==> config.mk <==
export PLATFORM = sky130hd
export DESIGN_NAME = piso_serializer
export DESIGN_NICKNAME = d
export VERILOG_FILES = /design/src/rtl/piso_pkg.sv /design/src/rtl/piso_bit_cell.sv /design/src/rtl/piso_serializer.sv
export SDC_FILE = /design/constraint.sdc
export NUM_CORES = 1
export LEC_CHECK = 0
export ABC_AREA = 1
export CAP_MARGIN = 20
export CORE_MARGIN = 2
export CORE_UTILIZATION = 30
export CTS_BUF_LIST = sky130_fd_sc_hd__clkbuf_8
export DETAILED_ROUTE_END_ITERATION = 7
export PLACE_DENSITY_LB_ADDON = 0.25
export SYNTH_ARGS = -nofsm -noshare
export SYNTH_HDL_FRONTEND = slang
export SYNTH_SLANG_ARGS = --single-unit
==> constraint.sdc <==
create_clock -name c -period 1.43 [get_ports c]
set_input_delay 0.143 -clock c [delete_from_list [all_inputs] [get_ports c]]
set_output_delay 0.143 -clock c [all_outputs]
set_load 0.01 [all_outputs]
==> src/rtl/piso_pkg.sv <==
// Shared types for the PISO serializer: FSM state encoding, width limit and parity helper.
package piso_pkg;

  typedef enum logic [1:0] {
    IDLE   = 2'd0,
    SHIFT  = 2'd1,
    PARITY = 2'd2,
    DONE   = 2'd3
  } piso_state_t;

  localparam int PISO_MAX_WIDTH = 16;

  // Words narrower than the maximum are zero-extended, which leaves even parity unchanged.
  function automatic logic piso_parity(input logic [PISO_MAX_WIDTH-1:0] w);
    return ^w;
  endfunction

endpackage

==> src/rtl/piso_bit_cell.sv <==
// One stage of the serializer shift register: a D flip-flop that takes either the
// parallel word bit (load) or the neighbouring stage's bit (shift).
module piso_bit_cell (
  input  logic c,
  input  logic r,
  input  logic load_en,
  input  logic shift_en,
  input  logic par_in,
  input  logic ser_in,
  output logic q
);

  always_ff @(posedge c or posedge r) begin
    if (r) begin
      q <= 1'b0;
    end else if (load_en) begin
      q <= par_in;
    end else if (shift_en) begin
      q <= ser_in;
    end
  end

endmodule

==> src/rtl/piso_serializer.sv <==
// Parallel-in serial-out shifter, MSB first, with a one-cycle done pulse per word.
// Optional trailing even-parity bit when the PARITY_EN macro is defined.
module piso_serializer
  import piso_pkg::*;
#(
  parameter int WIDTH = 4
) (
  input  logic             c,
  input  logic             r,
  input  logic [WIDTH-1:0] d,
  input  logic             load,
  output logic             Q,
  output logic             Qn,
  output logic             busy,
  output logic             done
);

  localparam int CNT_W = $clog2(WIDTH + 1);

  piso_state_t      state_reg;
  logic [CNT_W-1:0] cnt_reg;
  logic             q_reg;
  logic             busy_reg;
  logic             done_reg;
`ifdef PARITY_EN
  logic             par_reg;
`endif

  logic             load_acc;
  logic             shift_en;
  logic [WIDTH-1:0] shreg;
  logic [WIDTH-1:0] shreg_shl;

  // DONE already has busy low, so a load there starts the next word straight away.
  assign load_acc  = load && ((state_reg == IDLE) || (state_reg == DONE));
  assign shift_en  = (state_reg == SHIFT);
  assign shreg_shl = shreg << 1;

  for (genvar gi = 0; gi < WIDTH; gi++) begin : g_cell
    piso_bit_cell u_cell (
      .c        (c),
      .r        (r),
      .load_en  (load_acc),
      .shift_en (shift_en),
      .par_in   (d[gi]),
      .ser_in   (shreg_shl[gi]),
      .q        (shreg[gi])
    );
  end

  always_ff @(posedge c or posedge r) begin
    if (r) begin
      state_reg <= IDLE;
      cnt_reg   <= '0;
      q_reg     <= 1'b0;
      busy_reg  <= 1'b0;
      done_reg  <= 1'b0;
`ifdef PARITY_EN
      par_reg   <= 1'b0;
`endif
    end else begin
      case (state_reg)
        IDLE, DONE: begin
          done_reg <= 1'b0;
          if (load) begin
            state_reg <= SHIFT;
            cnt_reg   <= '0;
            q_reg     <= d[WIDTH-1];
            busy_reg  <= 1'b1;
`ifdef PARITY_EN
            par_reg   <= piso_parity(PISO_MAX_WIDTH'(d));
`endif
          end else begin
            state_reg <= IDLE;
            q_reg     <= 1'b0;
            busy_reg  <= 1'b0;
          end
        end
        SHIFT: begin
          cnt_reg <= cnt_reg + CNT_W'(1);
          if (cnt_reg == CNT_W'(WIDTH - 1)) begin
`ifdef PARITY_EN
            state_reg <= PARITY;
            q_reg     <= par_reg;
`else
            state_reg <= DONE;
            q_reg     <= 1'b0;
            busy_reg  <= 1'b0;
            done_reg  <= 1'b1;
`endif
          end else begin
            // The bit about to land in the MSB stage is the next one on the wire.
            q_reg <= shreg_shl[WIDTH-1];
          end
        end
`ifdef PARITY_EN
        PARITY: begin
          state_reg <= DONE;
          q_reg     <= 1'b0;
          busy_reg  <= 1'b0;
          done_reg  <= 1'b1;
        end
`endif
        default: begin
          state_reg <= IDLE;
          q_reg     <= 1'b0;
          busy_reg  <= 1'b0;
          done_reg  <= 1'b0;
        end
      endcase
    end
  end

  assign Q    = q_reg;
  assign Qn   = ~q_reg;
  assign busy = busy_reg;
  assign done = done_reg;

endmodule

### Word level (Yosys, flattened, before mapping)

Index checks and enable logic that the tools add are counted.

* register bits: 11
* output and inout bits: 4

* bitwise logic cells: 1
* eq/ne operators: 5
* reductions and logical operators: 7
* multiplexer cells: 19
* $add $sub $neg: 1

Operator list (count)
* $mux W1: 13
* $pmux W3 S2: 1
* $ne A2 B2 Y1 const B: 2
* $pmux W1 S2: 2
* $pmux W2 S2: 1
* $reduce_bool A2 Y1: 2
* $add A3 B1 Y3 const B: 1
* $eq A3 B2 Y1 const B: 1
* $mux W3: 1
* $eq A2 B1 Y1 const B: 1
* $eq A2 B2 Y1 const B: 1
* $logic_not A2 Y1: 1
* $mux W2: 1
* $reduce_and A2 Y1: 1
* $reduce_or A2 Y1: 1
* $logic_and A1 B1 Y1: 1
* $logic_or A1 B1 Y1: 1
* $not A1 Y1: 1

### Depth between registers and ports, before layout

* depth after elaboration: 4
* depth in mapped cells: 7

### Cells and area by module

A second synthesis with hierarchy kept.

* cells, all modules: 83
* area, all modules: 584.3 µm²

By module, submodules not included
* piso_serializer: times used 1, area each 392.9 µm², cells each 50
* piso_bit_cell: times used 3, area each 63.8 µm², cells each 11

### Worst setup path before layout

No wires, ideal clock.

* path type: flip-flop to flip-flop
* start point: register state_reg[1]
* end point: register g_cell[1].u_cell.q
* slack: 0.170 ns
* data arrival time: 1.144 ns
* library setup time: 0.116 ns
* period minus slack after synthesis: 1.260 ns
* cell stages (with the launch flop): 8
* required time: 1.314 ns
* cell sequence: dfrtp_1 > inv_1 > ha_1 > nand2_2 > buf_6 > nand2_1 > nand2_1 > nand2_1

* longest elaborated chain between the ends: 4

RTL lines
* start: declaration: RTL line piso_serializer.sv:20 `piso_state_t state_reg;`
* start signal: assignment: RTL line piso_serializer.sv:53 `state_reg <= IDLE;`
* start signal: assignment: RTL line piso_serializer.sv:66 `state_reg <= SHIFT;`
* start signal: assignment: RTL line piso_serializer.sv:74 `state_reg <= IDLE;`
* $eq A2 B2 Y1 or $logic_not A2 Y1 (tied branches): RTL line piso_serializer.sv:35 `assign load_acc = load && ((state_reg == IDLE) || (state_reg == DONE));`
* $logic_or A1 B1 Y1: RTL line piso_serializer.sv:35
* $logic_and A1 B1 Y1: RTL line piso_serializer.sv:35
* $mux W1 or $reduce_bool A2 Y1 (tied branches)
* end signal: assignment: RTL line piso_bit_cell.sv:17 `q <= par_in;`
* end signal: assignment: RTL line piso_bit_cell.sv:19 `q <= ser_in;`
* end: declaration: RTL line piso_bit_cell.sv:10 `output logic q`

Parallel ways exist; a longest one is shown, timed or not.
A chain may end at the register's enable or synchronous reset.

### Worst setup path after layout

* start point: register q_reg (netlist: Q)
* end point: output port Qn

* longest elaborated chain between the ends: 1

RTL lines
* start: declaration: RTL line piso_serializer.sv:22 `logic q_reg;`
* start signal: assignment: RTL line piso_serializer.sv:68 `q_reg <= d[WIDTH-1];`
* start signal: assignment: RTL line piso_serializer.sv:93 `q_reg <= shreg_shl[WIDTH-1];`
* $not A1 Y1: RTL line piso_serializer.sv:115 `assign Qn = ~q_reg;`
* end: declaration: RTL line piso_serializer.sv:13 `output logic Qn,`

Every way passes these cells.

==> impl_metrics.py <==
metrics = {
    "clock_network": {
        "postCtsHoldBufs": 0,
        "cts_max_path_buffers": 2,
        "numClockSinks": 10,
        "htreeDepth": 1,
        "clk_pin_slew_worst_paths_ns": 0.05,
        "cts_tree": "done",
        "root_buffer": "clkbuf_8",
        "clkLatencyLatePin_ns": 0.23,
        "cts_made_buffers": 3,
    },
    "synth": {
        "synth_cells": 65,
        "yosysTopAreaCell": "dfrtp_1",
        "synthTopCellsByCount": "nand2_1, inv_1, nand3_1, dfrtp_1, ha_1",
        "yosysSeqAreaShare_pct": 45.2,
        "synthArstFlopShare_pct": 100,
        "ys.flop_type": "dfrtp_1",
        "ys_types": 14,
        "synth_top_cell_area_share_pct": 45.2,
        "synth_area_um2": 553,
        "syn_avg_cell_area_um2": 8.51,
        "synth.net_count": 76,
        "synth_edf_count": 0,
        "synth_area_leaders": "dfrtp_1, nand2_1, nand3_1, ha_1, inv_1",
        "synth_warnings": 0,
        "post-synth-top-count-cell": "nand2_1",
        "ys_ff_latch": 10,
    },
    "place": {
        "placed_area_um2": 669,
        "hpwl_um": 717,
        "pre_cts_slack_ns": 0.0742,
        "gp_congestion": 0.791,
        "portBuffers": 10,
    },
    "power_and_ir_drop": {
        "swShare_pct": 37.7,
        "p_sw_mw": 0.642,
        "ir_drop_mv": 1.09,
        "power_frac_comb_pct": 50.2,
        "p_clk_share_pct": 20.6,
        "p_int_mw": 1.06,
        "power_frac_seq_pct": 29.2,
        "power_density_nw_per_um2": 2300,
        "power_mw": 1.70,
        "p_leak_nw": 0.379,
    },
    "finish": {
        "drive_above_1_share_pct": 14.1,
        "nets": 90,
        "antenna_cells": 0,
        "area_growth_pct": 34.2,
        "final_area_um2": 742,
    },
    "run": {
        "drv_cap": 0,
    },
    "grt": {
        "gr-usage-met3_pct": 6.92,
        "grt_max_degree": 12,
        "antenna_found_initial": 0,
        "grt_pass1_vias": 392,
        "grt_pass1_wl_um": 1690,
        "gr-usage-met1_pct": 14.6,
        "grt-ovfl-total": 0,
        "grt_usage_pct": 11.7,
        "grt.met2_usage_pct": 15.3,
        "grt_busiest_layer": "met2",
    },
    "floorplan": {
        "rows": 15,
        "dieWidth_um": 46.9,
        "io_pins": 11,
        "die_h_um": 46.9,
        "die-area_um2": 2200,
        "initial_core_util_pct": 32.0,
        "core_um2": 1730,
    },
    "timing": {
        "period_needed_ns": 1.31,
        "finalHoldViolCount": 0,
        "tns_ns": 0,
        "worstMarginPinSlew_ns": 0.391,
        "slew_headroom_pct": 73.9,
        "setup_viol": 0,
        "skew_ns": 0.000366,
        "fin_crit_sh_pct": 91.5,
        "max_freq_ghz": 0.764,
        "rsz0062_at_grt": "no",
        "layout_setup_ws_ns": 0.122,
        "final_max_slew_viol_count": 0,
    },
    "detailed_routing": {
        "dr.pass1.iters": 4,
        "wl_per_cell_um": 9.82,
        "vias": 427,
        "drc": 0,
        "ant_nets": 0,
        "drtIter0Drc": 15,
        "drt-vias-per-instance": 4.15,
        "drt-total-wl_um": 1010,
    },
    "setup_path": {
        "timing.rr.start": "state_reg[1]$_DFFE_PP0P_",
        "crit_required_ns": 1.29,
        "critPathArrivalTime_ns": 1.17,
        "ff2ff_setup_slack_ns": 0.19,
        "r2r_cells": 7,
        "endpoint": "Qn",
        "crit_path_end_kind": "output port",
        "cp_max_fo": 2,
        "regToRegEndpoint": "g_cell[1].u_cell.q$_DFFE_PP0P_",
        "worstSetupStartpoint": "Q$_DFF_PP0_",
        "worstSetupPathType": "reg2out",
        "critPathLaunchType": "flip-flop",
    },
    "min_path": {
        "worstHoldPathType": "in2async",
    },
    "run_status": {
        "status": "finished clean",
    },
}
## per-stage QoR
step	utilization (%)	cells	hold slack, ns
2_1_floorplan	-	65	-0.0168
3_3_place_gp	38.8	99	0.462
3_5_place_dp	38.8	99	0.455
4_1_cts	42.0	103	0.197
5_1_grt	43.0	103	0.224
6_report	43.0	103	0.188
## power groups by stage
stage	Sequential [mW]	Combinational (mW)	Clock, mW
final	0.498	0.856	0.350
after global routing	0.507	0.991	0.381
after CTS	0.492	0.789	0.367
after detailed placement	0.496	0.786	0
after global placement	0.493	0.783	0
after floorplan	0.495	0.612	0
## worst max-delay path, cell delays in order, from the launching register on
cell and delay [ns]:
dfrtp_1 0.37, inv_1 0.05, clkdlybuf4s50_1 0.52
## kinds of logic (layout without fill, tap and decap cells)
family / after synthesis / in the layout / synth area share (%)
fa+ha+maj: 4 / 4 / 9.05
simple gates: 34 / 34 / 30.3
compound gates: 3 / 3 / 2.71
flops: 10 / 10 / 45.2
buf+inv: 14 / 27 / 12.7
## layer usage
metal  wire (um)  vias to the layer above
met4          10                        0
li1            -                      230
met3          72                        2
met5           0                        -
met1         459                      183
met2         467                       12
## how the worst min path moves through the flow
stage                                     endpoint  from  slack, ns  cells past startpoint
final                     state_reg[0]$_DFFE_PP0P_     r       0.19                      2
after detailed placement  state_reg[0]$_DFFE_PP0P_     r       0.46                      2
after global routing        cnt_reg[2]$_DFFE_PP0P_     r       0.22                      2
after floorplan                        Q$_DFF_PP0_     r      -0.02                      1
after CTS                   cnt_reg[2]$_DFFE_PP0P_     r       0.20                      2
after global placement    state_reg[0]$_DFFE_PP0P_     r       0.46                      2
## timing repair
item / in CTS / in global routing
buffers inserted: 0 / 0
resized for setup: 0 / 2
endpoints found under the setup margin: 0 / 3
## cell type report
type	instances	area [um2]
Clock buffer	4	55.1
Inverter	12	47.5
Timing Repair Buffer	11	108
Fill cell	188	985
Multi-Input combinational cell	41	250
Tap cell	25	31.3
Sequential cell	10	250
## cells in the final DEF, fill, tap and decap left out
cell             count
o21ai_1              1
a21oi_1              2
nand3b_1             2
clkdlybuf4s50_1     10
nor2_2               1
nand2_1             17
clkbuf_8             4
nand2_4              2
dfrtp_1             10
nand3_2              1
ha_1                 3
ha_4                 1
inv_4                1
nand3_1             11
inv_1               11
buf_4                1
Note: power is estimated with default switching activity, not from simulation.
